[src/rtl/key_pkg.sv]
// Shared types and default 50 MHz timing for the key bank.
// Channel state encoding lives here so every key_chan agrees on it.
package key_pkg;

    typedef enum logic [1:0] {
        IDLE,
        PRESS_FILT,
        DOWN,
        REL_FILT
    } key_state_e;

    localparam int DEF_DEB_CYCLES    = 1000000;
    localparam int DEF_LONG_CYCLES   = 50000000;
    localparam int DEF_REPEAT_CYCLES = 10000000;

endpackage

[src/rtl/key_bank_if.sv]
// Raw key levels in, debounced state and event pulses out.
// master drives the buttons, slave is the key bank.
interface key_bank_if #(
    parameter int N_KEYS = 8
);
    logic [N_KEYS-1:0] key_in;
    logic [N_KEYS-1:0] key_state;
    logic [N_KEYS-1:0] key_press;
    logic [N_KEYS-1:0] key_release;
    logic [N_KEYS-1:0] key_long;
    logic [N_KEYS-1:0] key_repeat;
    logic              any_press;

    modport master (
        output key_in,
        input  key_state, key_press, key_release,
        input  key_long, key_repeat, any_press
    );

    modport slave (
        input  key_in,
        output key_state, key_press, key_release,
        output key_long, key_repeat, any_press
    );
endinterface

[src/rtl/key_chan.sv]
// One key channel: 2-flop synchroniser, debounce FSM,
// long-press and auto-repeat counters with registered event pulses.
module key_chan
    import key_pkg::*;
#(
    parameter int ACTIVE_LOW    = 1,
    parameter int DEB_CYCLES    = DEF_DEB_CYCLES,
    parameter int LONG_CYCLES   = DEF_LONG_CYCLES,
    parameter int REPEAT_CYCLES = DEF_REPEAT_CYCLES,
    parameter int REPEAT_EN     = 1
) (
    input  logic clk,
    input  logic rst_n,
    input  logic key_in,
    output logic key_state,
    output logic key_press,
    output logic key_release,
    output logic key_long,
    output logic key_repeat
);
    localparam int DW = $clog2(DEB_CYCLES);
    localparam int HW = $clog2(LONG_CYCLES);
    localparam int RW = $clog2(REPEAT_CYCLES);
    localparam logic [DW-1:0] DEB_MAX  = DW'(DEB_CYCLES - 1);
    localparam logic [HW-1:0] HOLD_MAX = HW'(LONG_CYCLES - 1);
    localparam logic [RW-1:0] REP_MAX  = RW'(REPEAT_CYCLES - 1);
    localparam logic REL_LVL = (ACTIVE_LOW != 0);

    logic s1_q, s2_q, p;
    key_state_e state_q, state_d;
    logic [DW-1:0] deb_q, deb_d;
    logic [HW-1:0] hold_q, hold_d;
    logic [RW-1:0] rep_q, rep_d;
    logic lp_q, lp_d;
    logic press_q, press_d, rel_q, rel_d;
    logic long_q, long_d, rpt_q, rpt_d;
    logic adv;

    assign p = (ACTIVE_LOW != 0) ? ~s2_q : s2_q;

    always_comb begin
        state_d = state_q;
        deb_d   = deb_q;
        hold_d  = hold_q;
        rep_d   = rep_q;
        lp_d    = lp_q;
        press_d = 1'b0;
        rel_d   = 1'b0;
        long_d  = 1'b0;
        rpt_d   = 1'b0;
        adv     = 1'b0;
        unique case (state_q)
            IDLE: begin
                if (p) begin
                    state_d = PRESS_FILT;
                    deb_d   = '0;
                end
            end
            PRESS_FILT: begin
                if (!p) begin
                    state_d = IDLE;
                end else if (deb_q == DEB_MAX) begin
                    state_d = DOWN;
                    press_d = 1'b1;
                    hold_d  = '0;
                    rep_d   = '0;
                    lp_d    = 1'b0;
                end else begin
                    deb_d = deb_q + DW'(1);
                end
            end
            DOWN: begin
                if (!p) begin
                    state_d = REL_FILT;
                    deb_d   = '0;
                end else begin
                    adv = 1'b1;
                end
            end
            REL_FILT: begin
                // a bounce back to pressed resumes the hold as if never left
                if (p) begin
                    state_d = DOWN;
                    adv     = 1'b1;
                end else if (deb_q == DEB_MAX) begin
                    state_d = IDLE;
                    rel_d   = 1'b1;
                    hold_d  = '0;
                    rep_d   = '0;
                    lp_d    = 1'b0;
                end else begin
                    deb_d = deb_q + DW'(1);
                end
            end
            default: state_d = IDLE;
        endcase
        if (adv) begin
            if (hold_q != HOLD_MAX) begin
                hold_d = hold_q + HW'(1);
            end else if (!lp_q) begin
                lp_d   = 1'b1;
                long_d = 1'b1;
                rep_d  = '0;
            end else if (REPEAT_EN != 0) begin
                if (rep_q == REP_MAX) begin
                    rep_d = '0;
                    rpt_d = 1'b1;
                end else begin
                    rep_d = rep_q + RW'(1);
                end
            end
        end
    end

    always_ff @(posedge clk or negedge rst_n) begin
        if (!rst_n) begin
            s1_q    <= REL_LVL;
            s2_q    <= REL_LVL;
            state_q <= IDLE;
            deb_q   <= '0;
            hold_q  <= '0;
            rep_q   <= '0;
            lp_q    <= 1'b0;
            press_q <= 1'b0;
            rel_q   <= 1'b0;
            long_q  <= 1'b0;
            rpt_q   <= 1'b0;
        end else begin
            s1_q    <= key_in;
            s2_q    <= s1_q;
            state_q <= state_d;
            deb_q   <= deb_d;
            hold_q  <= hold_d;
            rep_q   <= rep_d;
            lp_q    <= lp_d;
            press_q <= press_d;
            rel_q   <= rel_d;
            long_q  <= long_d;
            rpt_q   <= rpt_d;
        end
    end

    assign key_state   = (state_q == DOWN) || (state_q == REL_FILT);
    assign key_press   = press_q;
    assign key_release = rel_q;
    assign key_long    = long_q;
    assign key_repeat  = rpt_q;

endmodule

[src/rtl/key_bank.sv]
// N-channel push-button front end: one key_chan per key
// plus a registered OR of all press pulses.
module key_bank
    import key_pkg::*;
#(
    parameter int N_KEYS        = 8,
    parameter int ACTIVE_LOW    = 1,
    parameter int DEB_CYCLES    = DEF_DEB_CYCLES,
    parameter int LONG_CYCLES   = DEF_LONG_CYCLES,
    parameter int REPEAT_CYCLES = DEF_REPEAT_CYCLES,
    parameter int REPEAT_EN     = 1
) (
    input logic       clk,
    input logic       rst_n,
    key_bank_if.slave bus
);
    logic [N_KEYS-1:0] state_w, press_w, rel_w, long_w, rpt_w;
    logic any_q, any_d;

    if (DEB_CYCLES < 2 || REPEAT_CYCLES < 2 ||
        LONG_CYCLES <= DEB_CYCLES) begin : g_bad_cfg
        $error("key_bank: illegal timing parameters");
    end

    for (genvar i = 0; i < N_KEYS; i++) begin : g_chan
        key_chan #(
            .ACTIVE_LOW   (ACTIVE_LOW),
            .DEB_CYCLES   (DEB_CYCLES),
            .LONG_CYCLES  (LONG_CYCLES),
            .REPEAT_CYCLES(REPEAT_CYCLES),
            .REPEAT_EN    (REPEAT_EN)
        ) u_chan (
            .clk        (clk),
            .rst_n      (rst_n),
            .key_in     (bus.key_in[i]),
            .key_state  (state_w[i]),
            .key_press  (press_w[i]),
            .key_release(rel_w[i]),
            .key_long   (long_w[i]),
            .key_repeat (rpt_w[i])
        );
    end

    always_comb begin
        any_d = |press_w;
    end

    always_ff @(posedge clk or negedge rst_n) begin
        if (!rst_n) begin
            any_q <= 1'b0;
        end else begin
            any_q <= any_d;
        end
    end

    assign bus.key_state   = state_w;
    assign bus.key_press   = press_w;
    assign bus.key_release = rel_w;
    assign bus.key_long    = long_w;
    assign bus.key_repeat  = rpt_w;
    assign bus.any_press   = any_q;

endmodule
[src/flat_wrapper.sv]
// flat-port wrapper written by rule: the top's interface ports become plain ports
module key_bank_flat import key_pkg::*;
#(
    parameter int N_KEYS        = 8,
    parameter int ACTIVE_LOW    = 1,
    parameter int DEB_CYCLES    = DEF_DEB_CYCLES,
    parameter int LONG_CYCLES   = DEF_LONG_CYCLES,
    parameter int REPEAT_CYCLES = DEF_REPEAT_CYCLES,
    parameter int REPEAT_EN     = 1
)
  (clk, rst_n, bus_key_in, bus_key_state, bus_key_press, bus_key_release, bus_key_long, bus_key_repeat, bus_any_press);
  key_bank_if #(.N_KEYS(N_KEYS)) bus_i ();
  input logic clk;
  input logic rst_n;
  input wire logic [$bits(bus_i.key_in)-1:0] bus_key_in;
  output wire logic [$bits(bus_i.key_state)-1:0] bus_key_state;
  output wire logic [$bits(bus_i.key_press)-1:0] bus_key_press;
  output wire logic [$bits(bus_i.key_release)-1:0] bus_key_release;
  output wire logic [$bits(bus_i.key_long)-1:0] bus_key_long;
  output wire logic [$bits(bus_i.key_repeat)-1:0] bus_key_repeat;
  output wire logic [$bits(bus_i.any_press)-1:0] bus_any_press;
  assign bus_i.key_in = bus_key_in;
  assign bus_key_state = bus_i.key_state;
  assign bus_key_press = bus_i.key_press;
  assign bus_key_release = bus_i.key_release;
  assign bus_key_long = bus_i.key_long;
  assign bus_key_repeat = bus_i.key_repeat;
  assign bus_any_press = bus_i.any_press;
  key_bank #(.N_KEYS(N_KEYS), .ACTIVE_LOW(ACTIVE_LOW), .DEB_CYCLES(DEB_CYCLES), .LONG_CYCLES(LONG_CYCLES), .REPEAT_CYCLES(REPEAT_CYCLES), .REPEAT_EN(REPEAT_EN)) u_core (.clk(clk), .rst_n(rst_n), .bus(bus_i));
endmodule
[config.mk]
export PLATFORM = sky130hd
export DESIGN_NAME = key_bank_flat
export DESIGN_NICKNAME = d
export VERILOG_FILES = /design/src/rtl/key_pkg.sv /design/src/rtl/key_bank_if.sv /design/src/rtl/key_chan.sv /design/src/rtl/key_bank.sv /design/src/flat_wrapper.sv
export SDC_FILE = /design/constraint.sdc
export NUM_CORES = 2
export LEC_CHECK = 0
export ABC_AREA = 1
export CORE_MARGIN = 2
export CORE_UTILIZATION = 30
export DETAILED_ROUTE_END_ITERATION = 6
export GPL_TIMING_DRIVEN = 0
export SYNTH_ARGS = -nofsm -noshare
export SYNTH_HDL_FRONTEND = slang
export SYNTH_SLANG_ARGS = --single-unit
[constraint.sdc]
create_clock -name clk -period 3.8 [get_ports clk]
set_clock_uncertainty 0.15 [all_clocks]
set_input_delay 0.57 -clock clk [delete_from_list [all_inputs] [get_ports clk]]
set_output_delay 0.57 -clock clk [all_outputs]
set_load 0.03 [all_outputs]
==> reports/qor.csv <==
stage,metric,value,unit
sta,finalSetupViolCount,0,
synthesis,synth_area_per_cell,6.83,um^2
global_routing,grt_usage,15.4,%
run,cap_viol_max_count,0,
sta,final_max_slew_viol_count,0,
pwr,power.density,336,nW/um^2
setup_path,end_kind,primary output,
sta,finalHoldViolCount,0,
final_layout,final_net_count,6067,
sta,grt_setup_unrepaired,no,
clocking,cts_buffer_depth,3,
pwr,vdd_drop_max,0.352,mV
placed_design,gp_congestion,0.916,
sta,post-route-period-util,78.7,%
clocking,htree_num_levels,3,
floorplanning,num_io_pins,51,
sta,tightest_slew,939,ps
global_routing,grt_first_pass_wirelength,179,mm
floorplanning,die-width,370,um
placed_design,dp_slack,1170,ps
worst_hold_path,min_path_cells,1,
clocking,clock_tree_from_tritoncts,done,
global_routing,gr-total-overflow,0,
route,detail-route-antenna-nets,0,
clocking,clk_transition_reported_paths,60,ps
final_layout,areaGrowthSynthToFinish,14.3,%
placed_design,dp.final_hpwl,75.9,mm
setup_path,worstSetupPathType,reg -> out,
synthesis,synth.lib_cells_used.distinct,53,
sta,final.setup.tns,0,ps
route,drc,0,
setup_path,critical_path_required,3080,ps
clocking,tritoncts.num_buffers,80,
route,drt_pass1_iterations,6,
setup_path,crit_fanout,2,
route,dr_vias_cell,4.80,
synthesis,yosys_most_used_dff,sky130_fd_sc_hd__dfrtp_1,
synthesis,synth-async-reset-ratio,100,%
synthesis,seq_area_frac_synth,39.4,%
sta,layout_min_cycle_time,2990,ps
placed_design,placed_area,43100,um^2
final_layout,final_design_area_no_fill,46000,um^2
global_routing,antenna_found_initial,1,
setup_path,setup.worst_path.start_class,flop,
sta,timing.hold.ws,160,ps
clocking,insertion_delay,670,ps
synthesis,postSynthRegisterBits,633,
floorplanning,die_area,137000,um^2
sta,max_clock_freq,334,MHz
floorplanning,die_height,370,um
setup_path,reg2reg_depth,7,
final_layout,postLayoutCoreUtil,34.5,%
floorplanning,core_area,133000,um^2
synthesis,post_synth_instance_area,40200,um^2
sta,timing.max_slew.rel_slack,36.9,%
route,routed-via-count,37801,
synthesis,synthesis.nets,5928,
synthesis,yosys_warnings,0,
pwr,leakagePower,20.2,nW
sta,worst_slack,810,ps
final_layout,drive_above_1_share,8.21,%
global_routing,largest_net_degree_at_the_start_of_global_routing,114,
clocking,clock-root-buffer,sky130_fd_sc_hd__clkbuf_16,
clocking,cts.sinks,633,
route,initialDrtViolationCount,2822,
floorplanning,floorplan.rows,134,
route,post_drt_wl_per_cell,13.4,um
worst_hold_path,min_path_type,in -> reg,
placed_design,buffer_ports.inserted,50,
synthesis,synthesis.instances,5894,
synthesis,synth_enable_flop_cells,0,
final_layout,antenna_cells_inserted,0,
run_status,status,"finished, final reports clean",
floorplanning,initial_utilization,30.2,%
setup_path,cp.arrival,2270,ps
route,drt-total-wl,105,mm
global_routing,first_global_vias,35772,
[where the power goes]
group	switching [mW]	internal (mW)	leakage, nW	total (mW)
clock network	3.18	5.03	1.41	8.21
logic	0.301	0.0854	10.0	0.386
registers	0.0454	6.79	8.76	6.84
total	3.53	11.9	20.2	15.4
[routing by layer]
metal | GRT usage [%] | part of all wire (%)
met5 | 0 | 0
met4 | 4.56 | 2.5
met2 | 24.6 | 45
met1 | 21.3 | 48
met3 | 2.36 | 4.3
[critical path: stages (launching register included)]
cell                              delay [ps]
sky130_fd_sc_hd__dfrtp_1                 740
sky130_fd_sc_hd__buf_4                   210
sky130_fd_sc_hd__clkdlybuf4s50_1         660
[Yosys cell counts, types with 7 or more instances]
cell | n | area share (%)
sky130_fd_sc_hd__clkbuf_1 | 24 | 0.22
sky130_fd_sc_hd__o22ai_1 | 13 | 0.20
sky130_fd_sc_hd__nor2_1 | 735 | 6.9
sky130_fd_sc_hd__xor2_1 | 112 | 2.4
sky130_fd_sc_hd__nand3b_1 | 11 | 0.21
sky130_fd_sc_hd__o21bai_1 | 22 | 0.41
sky130_fd_sc_hd__nor3_2 | 17 | 0.42
sky130_fd_sc_hd__nand2_4 | 7 | 0.20
sky130_fd_sc_hd__o21ai_2 | 9 | 0.20
sky130_fd_sc_hd__o21ai_1 | 152 | 1.9
sky130_fd_sc_hd__o31ai_1 | 25 | 0.47
sky130_fd_sc_hd__nor2_2 | 37 | 0.58
sky130_fd_sc_hd__nand3_2 | 21 | 0.52
sky130_fd_sc_hd__a21oi_1 | 63 | 0.78
sky130_fd_sc_hd__xnor2_1 | 21 | 0.46
sky130_fd_sc_hd__o21ai_0 | 191 | 2.4
sky130_fd_sc_hd__nand2_1 | 1683 | 16
sky130_fd_sc_hd__nor2_4 | 22 | 0.62
sky130_fd_sc_hd__inv_2 | 59 | 0.55
sky130_fd_sc_hd__buf_6 | 14 | 0.39
sky130_fd_sc_hd__buf_1 | 9 | 0.084
sky130_fd_sc_hd__buf_4 | 47 | 0.88
sky130_fd_sc_hd__or2_2 | 7 | 0.11
sky130_fd_sc_hd__nand2_2 | 19 | 0.30
sky130_fd_sc_hd__ha_1 | 24 | 0.75
sky130_fd_sc_hd__dfrtp_1 | 617 | 38
sky130_fd_sc_hd__inv_1 | 727 | 6.8
sky130_fd_sc_hd__nand3_1 | 548 | 6.8
sky130_fd_sc_hd__nor4_1 | 11 | 0.17
sky130_fd_sc_hd__buf_2 | 64 | 0.80
sky130_fd_sc_hd__dfstp_2 | 16 | 1.0
sky130_fd_sc_hd__nand4_1 | 260 | 4.0
sky130_fd_sc_hd__nor3_1 | 266 | 3.3
[state kept, by name, summed over array words and instances, names as in the netlist, named ones only]
name	cells
u_core.g_chan.u_chan.hold_q	208
u_core.g_chan.u_chan.rep_q	192
u_core.g_chan.u_chan.deb_q	160
u_core.g_chan.u_chan.key_long	8
u_core.g_chan.u_chan.key_press	8
u_core.g_chan.u_chan.key_release	8
u_core.g_chan.u_chan.key_repeat	8
u_core.g_chan.u_chan.lp_q	8
u_core.g_chan.u_chan.s1_q	8
u_core.g_chan.u_chan.s2_q	8
u_core.g_chan.u_chan.state_q	8
u_core.bus.any_press	1
[layout make-up]
class / count / area, um^2
Fill cell: 14240 / 87300
Multi-Input combinational cell: 4314 / 20400
Inverter: 788 / 2960
Clock inverter: 41 / 544
Tap cell: 1768 / 2210
Timing Repair Buffer: 57 / 681
Clock buffer: 108 / 2310
Sequential cell: 633 / 15900
Buffer: 159 / 975
[kinds of logic (layout without fill, tap and decap cells)]
logic type	Yosys count	after routing	synth area share [%]
DFF	633	633	39.4
adders and majority gates	24	24	0.746
xor gates and xnor gates	133	133	2.90
muxes	2	2	0.0498
AOI/OAI and AO/OA	487	487	6.54
and+or+nand+nor	3668	3668	40.6
buffers and inverters	947	1153	9.78
[stage by stage]
step / cells / total power [mW]
2_1_floorplan: 5894 / 7.11
3_3_place_gp: 7712 / 7.36
3_5_place_dp: 7718 / 7.36
4_1_cts: 7868 / 15.8
5_1_grt: 7868 / 16.1
6_report: 7868 / 15.4
[worst paths after layout]
check / slack, ps / start / to
min reg2reg: 200 / u_core.g_chan[2].u_chan.s1_q$_DFF_PN1_ / u_core.g_chan[2].u_chan.s2_q$_DFF_PN1_
max reg2reg: 1180 / u_core.g_chan[3].u_chan.deb_q[0]$_DFFE_PN0P_ / u_core.g_chan[3].u_chan.key_press$_DFF_PN0_
max in group asynchronous: 1600 / rst_n / u_core.g_chan[2].u_chan.rep_q[18]$_DFF_PN0_
min in group asynchronous: 360 / rst_n / u_core.g_chan[5].u_chan.key_long$_DFF_PN0_
min: 160 / bus_key_in[3] / u_core.g_chan[3].u_chan.s1_q$_DFF_PN1_
max: 810 / u_core.g_chan[4].u_chan.key_press$_DFF_PN0_ / bus_key_press[4]
[cell usage in the layout, fill, tap and decap left out, drive strengths merged, types with 2 or more instances in the layout]
cell type / n
and2: 3
clkbuf: 132
dfrtp: 617
nand3b: 11
nand2: 1709
and3: 4
nor3b: 4
bufinv: 11
clkinv: 26
inv: 789
or2: 7
o21a: 3
o21bai: 22
buf: 142
o21ai: 352
nand4: 264
nor3: 287
mux2i: 2
a21oi: 64
ha: 24
nor4: 11
dfstp: 16
a31oi: 4
xnor2: 21
clkdlybuf4s50: 49
nor2: 795
nand3: 572
xor2: 112
o31ai: 25
o22ai: 13
clkinvlp: 3
[what timing repair did]
action / in CTS / in global routing
endpoints found under the hold margin: 93 / 0
hold buffers: 1 / 0
gates resized for setup: 0 / 0
setup buffers: 0 / 0
setup endpoints to repair: 0 / 0
Power figures use the tool's default switching activity.
